**config.mk**
```make
export PLATFORM = sky130hd
export DESIGN_NAME = hb_decim2
export DESIGN_NICKNAME = d
export VERILOG_FILES = /design/src/rtl/hb_decim2.sv
export SDC_FILE = /design/constraint.sdc
export NUM_CORES = 1
export LEC_CHECK = 0
export CAP_MARGIN = 10
export CORE_ASPECT_RATIO = 1.4
export CORE_MARGIN = 3
export CORE_UTILIZATION = 53
export CTS_CLUSTER_DIAMETER = 120
export DETAILED_ROUTE_END_ITERATION = 10
export PLACE_DENSITY_LB_ADDON = 0.2
export SETUP_SLACK_MARGIN = 0.1
export SLEW_MARGIN = 20
export SYNTH_ARGS = -nofsm -noshare
export SYNTH_HDL_FRONTEND = slang
export SYNTH_SLANG_ARGS = --single-unit
export TNS_END_PERCENT = 1
```
**constraint.sdc**
```tcl
create_clock -name clk -period 7.36 [get_ports clk]
set_input_delay 1.472 -clock clk [delete_from_list [all_inputs] [get_ports clk]]
set_output_delay 1.472 -clock clk [all_outputs]
set_load 0.01 [all_outputs]
```
**src/rtl/hb_decim2.sv**
```systemverilog
// 11-tap half-band FIR, decimate-by-2, unity DC gain. One shared multiplier walks
// the seven non-zero taps serially; the input side uses a ready/valid handshake.
module hb_decim2 #(
    parameter int IN_WIDTH   = 22,
    parameter int OUT_WIDTH  = 22,
    parameter int COEF_WIDTH = 16
) (
    input  logic                 clk,
    input  logic                 rst_n,
    input  logic [IN_WIDTH-1:0]  in_data,
    input  logic                 in_valid,
    output logic                 in_ready,
    output logic [OUT_WIDTH-1:0] out_data,
    output logic                 out_valid,
    output logic                 overrun,
    input  logic                 overrun_clr
);

    localparam int PROD_W = IN_WIDTH + COEF_WIDTH;
    localparam int ACC_W  = IN_WIDTH + COEF_WIDTH + 2;

    localparam logic signed [ACC_W-1:0] OUT_MAX =
        {{(ACC_W-OUT_WIDTH+1){1'b0}}, {(OUT_WIDTH-1){1'b1}}};
    localparam logic signed [ACC_W-1:0] OUT_MIN =
        {{(ACC_W-OUT_WIDTH+1){1'b1}}, {(OUT_WIDTH-1){1'b0}}};

    typedef enum logic [1:0] {IDLE, MAC, OUT} state_t;

    state_t                      state_q;
    logic                        phase_q;
    logic [2:0]                  tap_q;
    logic signed [IN_WIDTH-1:0]  x_q [0:10];
    logic signed [ACC_W-1:0]     acc_q;
    logic signed [ACC_W-1:0]     acc_d;
    logic signed [IN_WIDTH-1:0]  x_sel;
    logic signed [PROD_W-1:0]    prod;
    logic [OUT_WIDTH-1:0]        out_data_q;
    logic                        out_valid_q;
    logic                        overrun_q;

    // Buffer position of the t-th non-zero tap; the zero odd taps are never visited.
    function automatic logic [3:0] tap_pos(input logic [2:0] t);
        case (t)
            3'd0:    return 4'd0;
            3'd1:    return 4'd2;
            3'd2:    return 4'd4;
            3'd3:    return 4'd5;
            3'd4:    return 4'd6;
            3'd5:    return 4'd8;
            default: return 4'd10;
        endcase
    endfunction

    function automatic logic signed [COEF_WIDTH-1:0] tap_coef(input logic [2:0] t);
        case (t)
            3'd0:    return COEF_WIDTH'(512);
            3'd1:    return COEF_WIDTH'(-2560);
            3'd2:    return COEF_WIDTH'(10240);
            3'd3:    return COEF_WIDTH'(16384);
            3'd4:    return COEF_WIDTH'(10240);
            3'd5:    return COEF_WIDTH'(-2560);
            default: return COEF_WIDTH'(512);
        endcase
    endfunction

    // Round half up out of Q15, then clamp to the output range.
    function automatic logic [OUT_WIDTH-1:0] round_sat(input logic signed [ACC_W-1:0] a);
        logic signed [ACC_W-1:0] r;
        r = (a + ACC_W'(16384)) >>> 15;
        if (r > OUT_MAX)      return OUT_MAX[OUT_WIDTH-1:0];
        else if (r < OUT_MIN) return OUT_MIN[OUT_WIDTH-1:0];
        else                  return r[OUT_WIDTH-1:0];
    endfunction

    always_comb begin
        x_sel = x_q[tap_pos(tap_q)];
        prod  = PROD_W'(x_sel) * PROD_W'(tap_coef(tap_q));
        acc_d = acc_q + ACC_W'(prod);
    end

    assign in_ready  = (state_q == IDLE);
    assign out_data  = out_data_q;
    assign out_valid = out_valid_q;
    assign overrun   = overrun_q;

    always_ff @(posedge clk or negedge rst_n) begin
        if (!rst_n) begin
            state_q     <= IDLE;
            phase_q     <= 1'b0;
            tap_q       <= 3'd0;
            acc_q       <= '0;
            out_data_q  <= '0;
            out_valid_q <= 1'b0;
            overrun_q   <= 1'b0;
            for (int i = 0; i < 11; i++) x_q[i] <= '0;
        end else begin
            out_valid_q <= 1'b0;
            if (in_valid && !in_ready)  overrun_q <= 1'b1;
            else if (overrun_clr)       overrun_q <= 1'b0;

            case (state_q)
                IDLE: begin
                    if (in_valid) begin
                        x_q[0] <= in_data;
                        for (int i = 1; i < 11; i++) x_q[i] <= x_q[i-1];
                        phase_q <= ~phase_q;
                        if (phase_q) begin
                            state_q <= MAC;
                            acc_q   <= '0;
                            tap_q   <= 3'd0;
                        end
                    end
                end
                MAC: begin
                    acc_q <= acc_d;
                    tap_q <= tap_q + 3'd1;
                    if (tap_q == 3'd6) state_q <= OUT;
                end
                OUT: begin
                    out_data_q  <= round_sat(acc_q);
                    out_valid_q <= 1'b1;
                    state_q     <= IDLE;
                end
                default: state_q <= IDLE;
            endcase
        end
    end

endmodule

```
==> results of run 1 <==
-- timing repair --
item / in CTS / in global routing
endpoints found under the setup margin: 20 / 21
buffers inserted: 17 / 13
cloned: 1 / 0
pin swaps: 28 / 71
gates resized for setup: 65 / 82
-- critical path, delay by kind of cell, from the launching register on --
kind                     cells  cell delay (ns)
adder cells (fa/ha/maj)      8             3.04
buffers and inverters       11             1.29
AO/OA/AOI/OAI                6             1.24
AND/OR/NAND/NOR              5             0.67
flip-flops                   1             0.40
multiplexers                 1             0.34
XOR/XNOR                     1             0.17
-- layout by cell type (no fill, tap or decap), types with 13 or more instances in the layout --
cell / instances
a21oi_1: 39
a21o_1: 25
xor2_1: 27
o21a_1: 18
ha_4: 37
inv_1: 122
clkdlybuf4s50_1: 49
nand3_1: 21
mux4_2: 44
a211oi_1: 33
a21oi_2: 13
buf_12: 13
buf_4: 210
fa_1: 140
ha_1: 62
and2_1: 20
o21ai_1: 16
nand2b_1: 26
nand2_1: 104
nor2b_1: 13
xnor2_1: 22
mux2_2: 250
clkbuf_16: 31
o21ai_0: 37
nor2_1: 97
dfrtp_1: 303
-- sequential cells by signal (all words and copies together) (netlist names) --
name / cells
overrun: 1
x_q: 242
out_valid: 1
phase_q: 1
acc_q: 31
out_data: 22
state_q: 2
tap_q: 3
-- metrics by stage --
stage | setup TNS, ns | setup WS (ns) | utilization [%] | hold slack, ns
after floorplan | 0 | 0.0882 | - | 0.450
after global placement | -1.87 | -0.328 | 60.5 | 0.461
after detailed placement | -3.57 | -0.402 | 60.5 | 0.467
after CTS | 0 | 0.0883 | 64.6 | 0.482
after global routing | -1.73 | -0.235 | 66.3 | 0.512
final | 0 | 0.0633 | 66.3 | 0.481
-- final timing paths --
| path | from | endpoint | slack (ns) | depth (start not counted) |
|---|---|---|---|---|
| setup / recovery | tap_q[1] | acc_q[34] | 0.06 | 32 |
| hold / removal | out_data[21] | out_data[21] | 0.48 | 2 |
| setup reg to reg | tap_q[1] | acc_q[34] | 0.06 | 32 |
| hold reg to reg | out_data[21] | out_data[21] | 0.48 | 2 |
| max in group asynchronous | rst_n | x_q[224] | 4.87 | 3 |
| min in group asynchronous | rst_n | x_q[153] | 1.01 | 1 |
-- logic make-up (layout without fill, tap and decap cells) --
| group | Yosys count | count (layout) | share of synthesized area [%] |
|---|---|---|---|
| multiplexers | 299 | 299 | 18.8 |
| AND/OR/NAND/NOR | 356 | 356 | 8.54 |
| XOR/XNOR | 49 | 49 | 2.09 |
| adder cells (fa/ha/maj) | 249 | 249 | 20.4 |
| flip-flops | 303 | 303 | 36.9 |
| AO/OA/AOI/OAI | 256 | 256 | 8.86 |
| buffers and inverters | 221 | 460 | 4.43 |
-- cells in the mapped netlist, types with 25 or more instances --
cell type	number
a211oi_1	35
a21o_1	25
a21oi_1	52
buf_2	29
clkbuf_1	52
dfrtp_1	303
fa_1	145
ha_1	104
inv_1	128
mux2_2	250
mux4_2	44
nand2_1	106
nand2b_1	31
nor2_1	101
o21ai_0	46
xor2_1	27
-- layer usage --
metal	vias up	GRT usage, %	wire length, microns	share of wire, %
met3	85	2.40	1450	3.2
met1	7259	29.3	19200	42
met4	0	7.96	1560	3.4
li1	6490	-	-	-
met5	-	0	0	0
met2	275	39.5	23600	52
-- area by class of cell --
type	count	area (sq um)
Multi-Input combinational cell	1209	13000
Fill cell	2836	12800
Sequential cell	303	7580
Timing Repair Buffer	282	2490
Clock buffer	45	928
Tap cell	516	646
Inverter	129	484
Clock inverter	4	56.3
==> impl_metrics.toml, run 1 <==
[status]
status = "finished clean"

[clock_tree]
ctsHoldBuffers = 0
htreeDepth = 1
cts_tree = "built"
cts_buffer_depth = 3
cts-root-buf = "clkbuf_16"
insertion_delay_ns = 0.57
cts_num_sinks = 303
cts_inserted_buffers = 30
clk_pin_slew_ns = 0.06

[synthesis]
synth_flop_cell = "dfrtp_1"
async_flop_share_pct = 100
syn_nets = 2008
yosysTopAreaCellShare_pct = 36.9
ys_seq_area_share_pct = 36.9
synth.avg_cell_area_sq_um = 11.9
synth_cell_types = 72
yosys_warnings = 0
synth_area_sq_um = 20600
yosys.area.top_type = "dfrtp_1"
synthTopCellsByArea = "dfrtp_1, fa_1, mux2_2"
synth_edf_count = 0
ys_ff_latch = 303
syn_inst = 1733

[placement]
dp_hpwl_mm = 33.6
place_inst = 2407
gp_congestion = 0.887
portBuffers = 50
dpl_cell_area_sq_um = 23000

[drt]
routed_wirelength_mm = 45.8
num_vias = 14109
routedWlPerCell_microns = 18.4
first_iter_violations = 762
drc = 0
first_pass_iters = 5
antenna_left = 0
via_per_inst = 5.67

[worst_setup_path]
cp-start-kind = "flop"
crit_type = "reg2reg"
arrival_ns = 7.74
crit_fanout = 7
endpoint_kind = "flop"
slowest_delay_ns = 0.54
cp_slowest_cell = "fa_1"
worst_ep_required_time_ns = 7.80

[grt]
grt_pass1_wl_mm = 75.0
grt_pass1_vias = 14761
antenna_found_initial = 0
grt_remaining_overflow = 0
grt.total_usage_pct = 22.6
grt_max_degree = 187

[sta]
finalHoldViolations = 0
min_period_over_period_pct = 99.1
slew_violations = 0
relSlewSlack_pct = 38.9
period_minus_slack_ns = 7.30
rsz0062_at_grt = "true"
finClkSkew_ns = 0.00686
setup_viol = 0
fmax_ghz = 0.137
tightestPinTransition_ns = 0.916

[floorplanning]
io_pins = 51
die_h_microns = 239
start_util_pct = 54.2
die-area_sq_um = 41200
die_w_microns = 172
rows = 84
core-area_sq_um = 37900

[layout]
fin_nets = 2230
drive_gt1_share_pct = 35.9
diodes = 0
final_cells = 2488
areaGrowthSynthToFinish_pct = 22.3
finish.instance_area_sq_um = 25200

[hold_path]
hp-class = "reg2reg"

[job]
max_cap_viol_count = 0
Power of run 1 is not shown: default switching activity piles up to over one toggle a cycle in this logic, so the estimate is an artifact.
==> run 2: changes to the inputs <==
--- a/config.mk
+++ b/config.mk
@@ -5,6 +5,7 @@
 export SDC_FILE = /design/constraint.sdc
 export NUM_CORES = 1
 export LEC_CHECK = 0
+export ABC_CLOCK_PERIOD_IN_PS = 7360
 export CAP_MARGIN = 10
 export CORE_ASPECT_RATIO = 1.4
 export CORE_MARGIN = 3
==> results of run 2 <==
Final layout, timing and power as in run 1 (identical DEF).
Power of run 2 is left out for the same reason.
==> run 3: changes to the inputs <==
--- a/config.mk
+++ b/config.mk
@@ -5,11 +5,12 @@
 export SDC_FILE = /design/constraint.sdc
 export NUM_CORES = 1
 export LEC_CHECK = 0
+export ABC_AREA = 1
 export ABC_CLOCK_PERIOD_IN_PS = 7360
 export CAP_MARGIN = 10
 export CORE_ASPECT_RATIO = 1.4
 export CORE_MARGIN = 3
-export CORE_UTILIZATION = 53
+export CORE_UTILIZATION = 35
 export CTS_CLUSTER_DIAMETER = 120
 export DETAILED_ROUTE_END_ITERATION = 10
 export PLACE_DENSITY_LB_ADDON = 0.2
==> run 3 against run 2 <==
Net effect: clock-buffer cell count rose by 4; first-iteration DRC count rose by 9.4%; sequential share of layout area rose by 1.7 points; register-to-register slack improved by 0.38 ns; worst hold slack barely moved; synthesized area rose by 2.7%; critical path depth fell by 4; critical path type unchanged; worst setup slack improved by 0.38 ns; core utilization fell by 26 points; synthesized cell count rose by 47%; non-clock buffer count fell by 191.
==> impl_metrics.toml, run 3 <==
[sta]
period_minus_slack_ns = 6.91
min_period_over_period_pct = 93.9
finalHoldViolations = 0
final.setup.tns_ns = 0
setup_viol = 0
relSlewSlack_pct = 35.0
rsz0062_at_grt = "true"
fmax_ghz = 0.145
finClkSkew_ns = 0.0171
tightestPinTransition_ns = 0.976
slew_violations = 0
fin_ws_ns = 0.448

[placement]
place_inst = 3268
pre_cts_ws_ns = 0.0565
dp_hpwl_mm = 39.6
portBuffers = 50
gp_congestion = 0.947

[drt]
routed_wirelength_mm = 53.2
routedWlPerCell_microns = 15.9
antenna_left = 0
num_vias = 16419
via_per_inst = 4.92
first_iter_violations = 834
drc = 0
first_pass_iters = 6

[worst_setup_path]
crit_type = "reg2reg"
slowest_delay_ns = 0.58
worst_ep_required_time_ns = 7.84
r2r_start = "tap_q[0]"
reg2reg_to = "acc_q[31]"
crit_top_cell = "fa_1"
crit_fanout = 15
rrSetupSlack_ns = 0.45
cp-start-kind = "flop"
crit_family = "adder cells"
endpoint_kind = "flop"
cp_slowest_cell = "fa_1"
crit_buf_inv = 6
arrival_ns = 7.39
reg2regPathDepth = 28

[grt]
grt_max_degree = 200
antenna_found_initial = 0
grt_pass1_wl_mm = 88.5
grt_pass1_vias = 16748
grt.total_usage_pct = 17.3
grt_remaining_overflow = 0

[floorplanning]
core-area_sq_um = 59100
io_pins = 51
die_h_microns = 297
start_util_pct = 35.7
rows = 105
die_w_microns = 214
die-area_sq_um = 63400

[synthesis]
ys_ff_latch = 303
synth_flop_cell = "dfrtp_1"
synthTopCellsByArea = "dfrtp_1, fa_1, nand2_1"
syn_inst = 2554
syn_nets = 2829
synth_commonest_cells = "nand2_1, inv_1, dfrtp_1"
async_flop_share_pct = 100
yosysTopAreaCellShare_pct = 35.9
synth_cell_types = 46
synthMostInstantiatedCell = "nand2_1"
synth_edf_count = 0
ys_seq_area_share_pct = 35.9
yosys_warnings = 0
synth_area_sq_um = 21100
yosys.area.top_type = "dfrtp_1"
synth.avg_cell_area_sq_um = 8.27

[layout]
sequential_cell_area_sq_um = 7580
nFillCells = 6017
multi_input_area_sq_um = 11700
diodes = 0
largest_register_ffs = 242
regMostFlops = "x_q"
areaGrowthSynthToFinish_pct = 12.7
final_common_cell = "nand2_1"
final_cells = 3336
final_cell_mix = "nand2_1, inv_1, dfrtp_1"
fin_nets = 2837
drive_gt1_share_pct = 9.08

[clock_tree]
insertion_delay_ns = 0.56
cts_inserted_buffers = 34
cts_buffer_depth = 3
cts_num_sinks = 303
clk_pin_slew_ns = 0.06
htreeDepth = 2
cts_tree = "built"
ctsHoldBuffers = 0
cts-root-buf = "clkbuf_16"

[job]
max_cap_viol_count = 0

[status]
status = "finished clean"

[hold_path]
hold_depth = 2
hold_end = "x_q[214]"
min-delay-start = "x_q[214]"
hp-class = "reg2reg"
run 3: changes by cell type after synthesis, sizes merged, moves of 109 or more:
cell / delta
a21oi: +109
nand2: +418
o21ai: +154
inv: +236
nor2: +204
mux2: -232
run 3: what timing repair did:
| action | 4_1_cts | 5_1_grt |
|---|---|---|
| setup endpoints to repair | 5 | 24 |
| pin swaps | 0 | 4 |
| setup buffers | 0 | 6 |
| gates resized for setup | 1 | 52 |
| gates cloned | 0 | 1 |
| hold endpoints to repair | 0 | 0 |
run 3: area by class of cell:
cell class	instances	share of cell area, %
Clock buffer	49	4.11
Inverter	369	5.84
Multi-Input combinational cell	1763	49.3
Tap cell	749	3.94
Clock inverter	12	0.668
Timing Repair Buffer	91	4.27
Sequential cell	303	31.9
run 3: worst max-delay path by stage:
stage                         from         to  slack, ns  depth (start not counted)
after CTS                 tap_q[0]  acc_q[38]       0.05                         34
after global routing      tap_q[0]  acc_q[37]        0.1                         31
after floorplan           tap_q[0]  acc_q[39]        1.0                         32
after detailed placement  tap_q[0]  acc_q[31]       0.06                         27
final                     tap_q[0]  acc_q[31]       0.45                         28
after global placement    tap_q[0]  acc_q[31]       0.15                         29
run 3: tightest hold or removal path: stages, from the launching register on:
cell	delay, ns
dfrtp_1	0.34
nand2_1	0.05
o21ai_0	0.06
run 3: kinds of logic after synthesis:
logic type	after synthesis	synth area share, %
AO/OA/AOI/OAI	492	13.5
flip-flops	303	35.9
AND/OR/NAND/NOR	973	19.0
adder cells (fa/ha/maj)	249	19.9
XOR/XNOR	27	1.12
buffers and inverters	488	9.31
multiplexers	22	1.17
run 3: per-stage QoR:
step                util (%)  instance area [sq um]  hold WS, ns
finish                  40.3                  23800        0.481
global route            40.3                  23800        0.496
CTS                     39.8                  23500        0.488
detailed placement      37.9                  22400        0.473
global placement        37.9                  22400        0.464
floorplan                  -                  21100        0.447
run 3: layer usage:
| metal | track usage, % | wire length, microns | up-vias |
|---|---|---|---|
| li1 | - | - | 8165 |
| met1 | 21.3 | 22400 | 7898 |
| met2 | 31.5 | 27300 | 263 |
| met3 | 2.22 | 1680 | 93 |
| met4 | 5.71 | 1800 | 0 |
| met5 | 0 | 0 | - |
Power of run 3 is left out for the same reason.
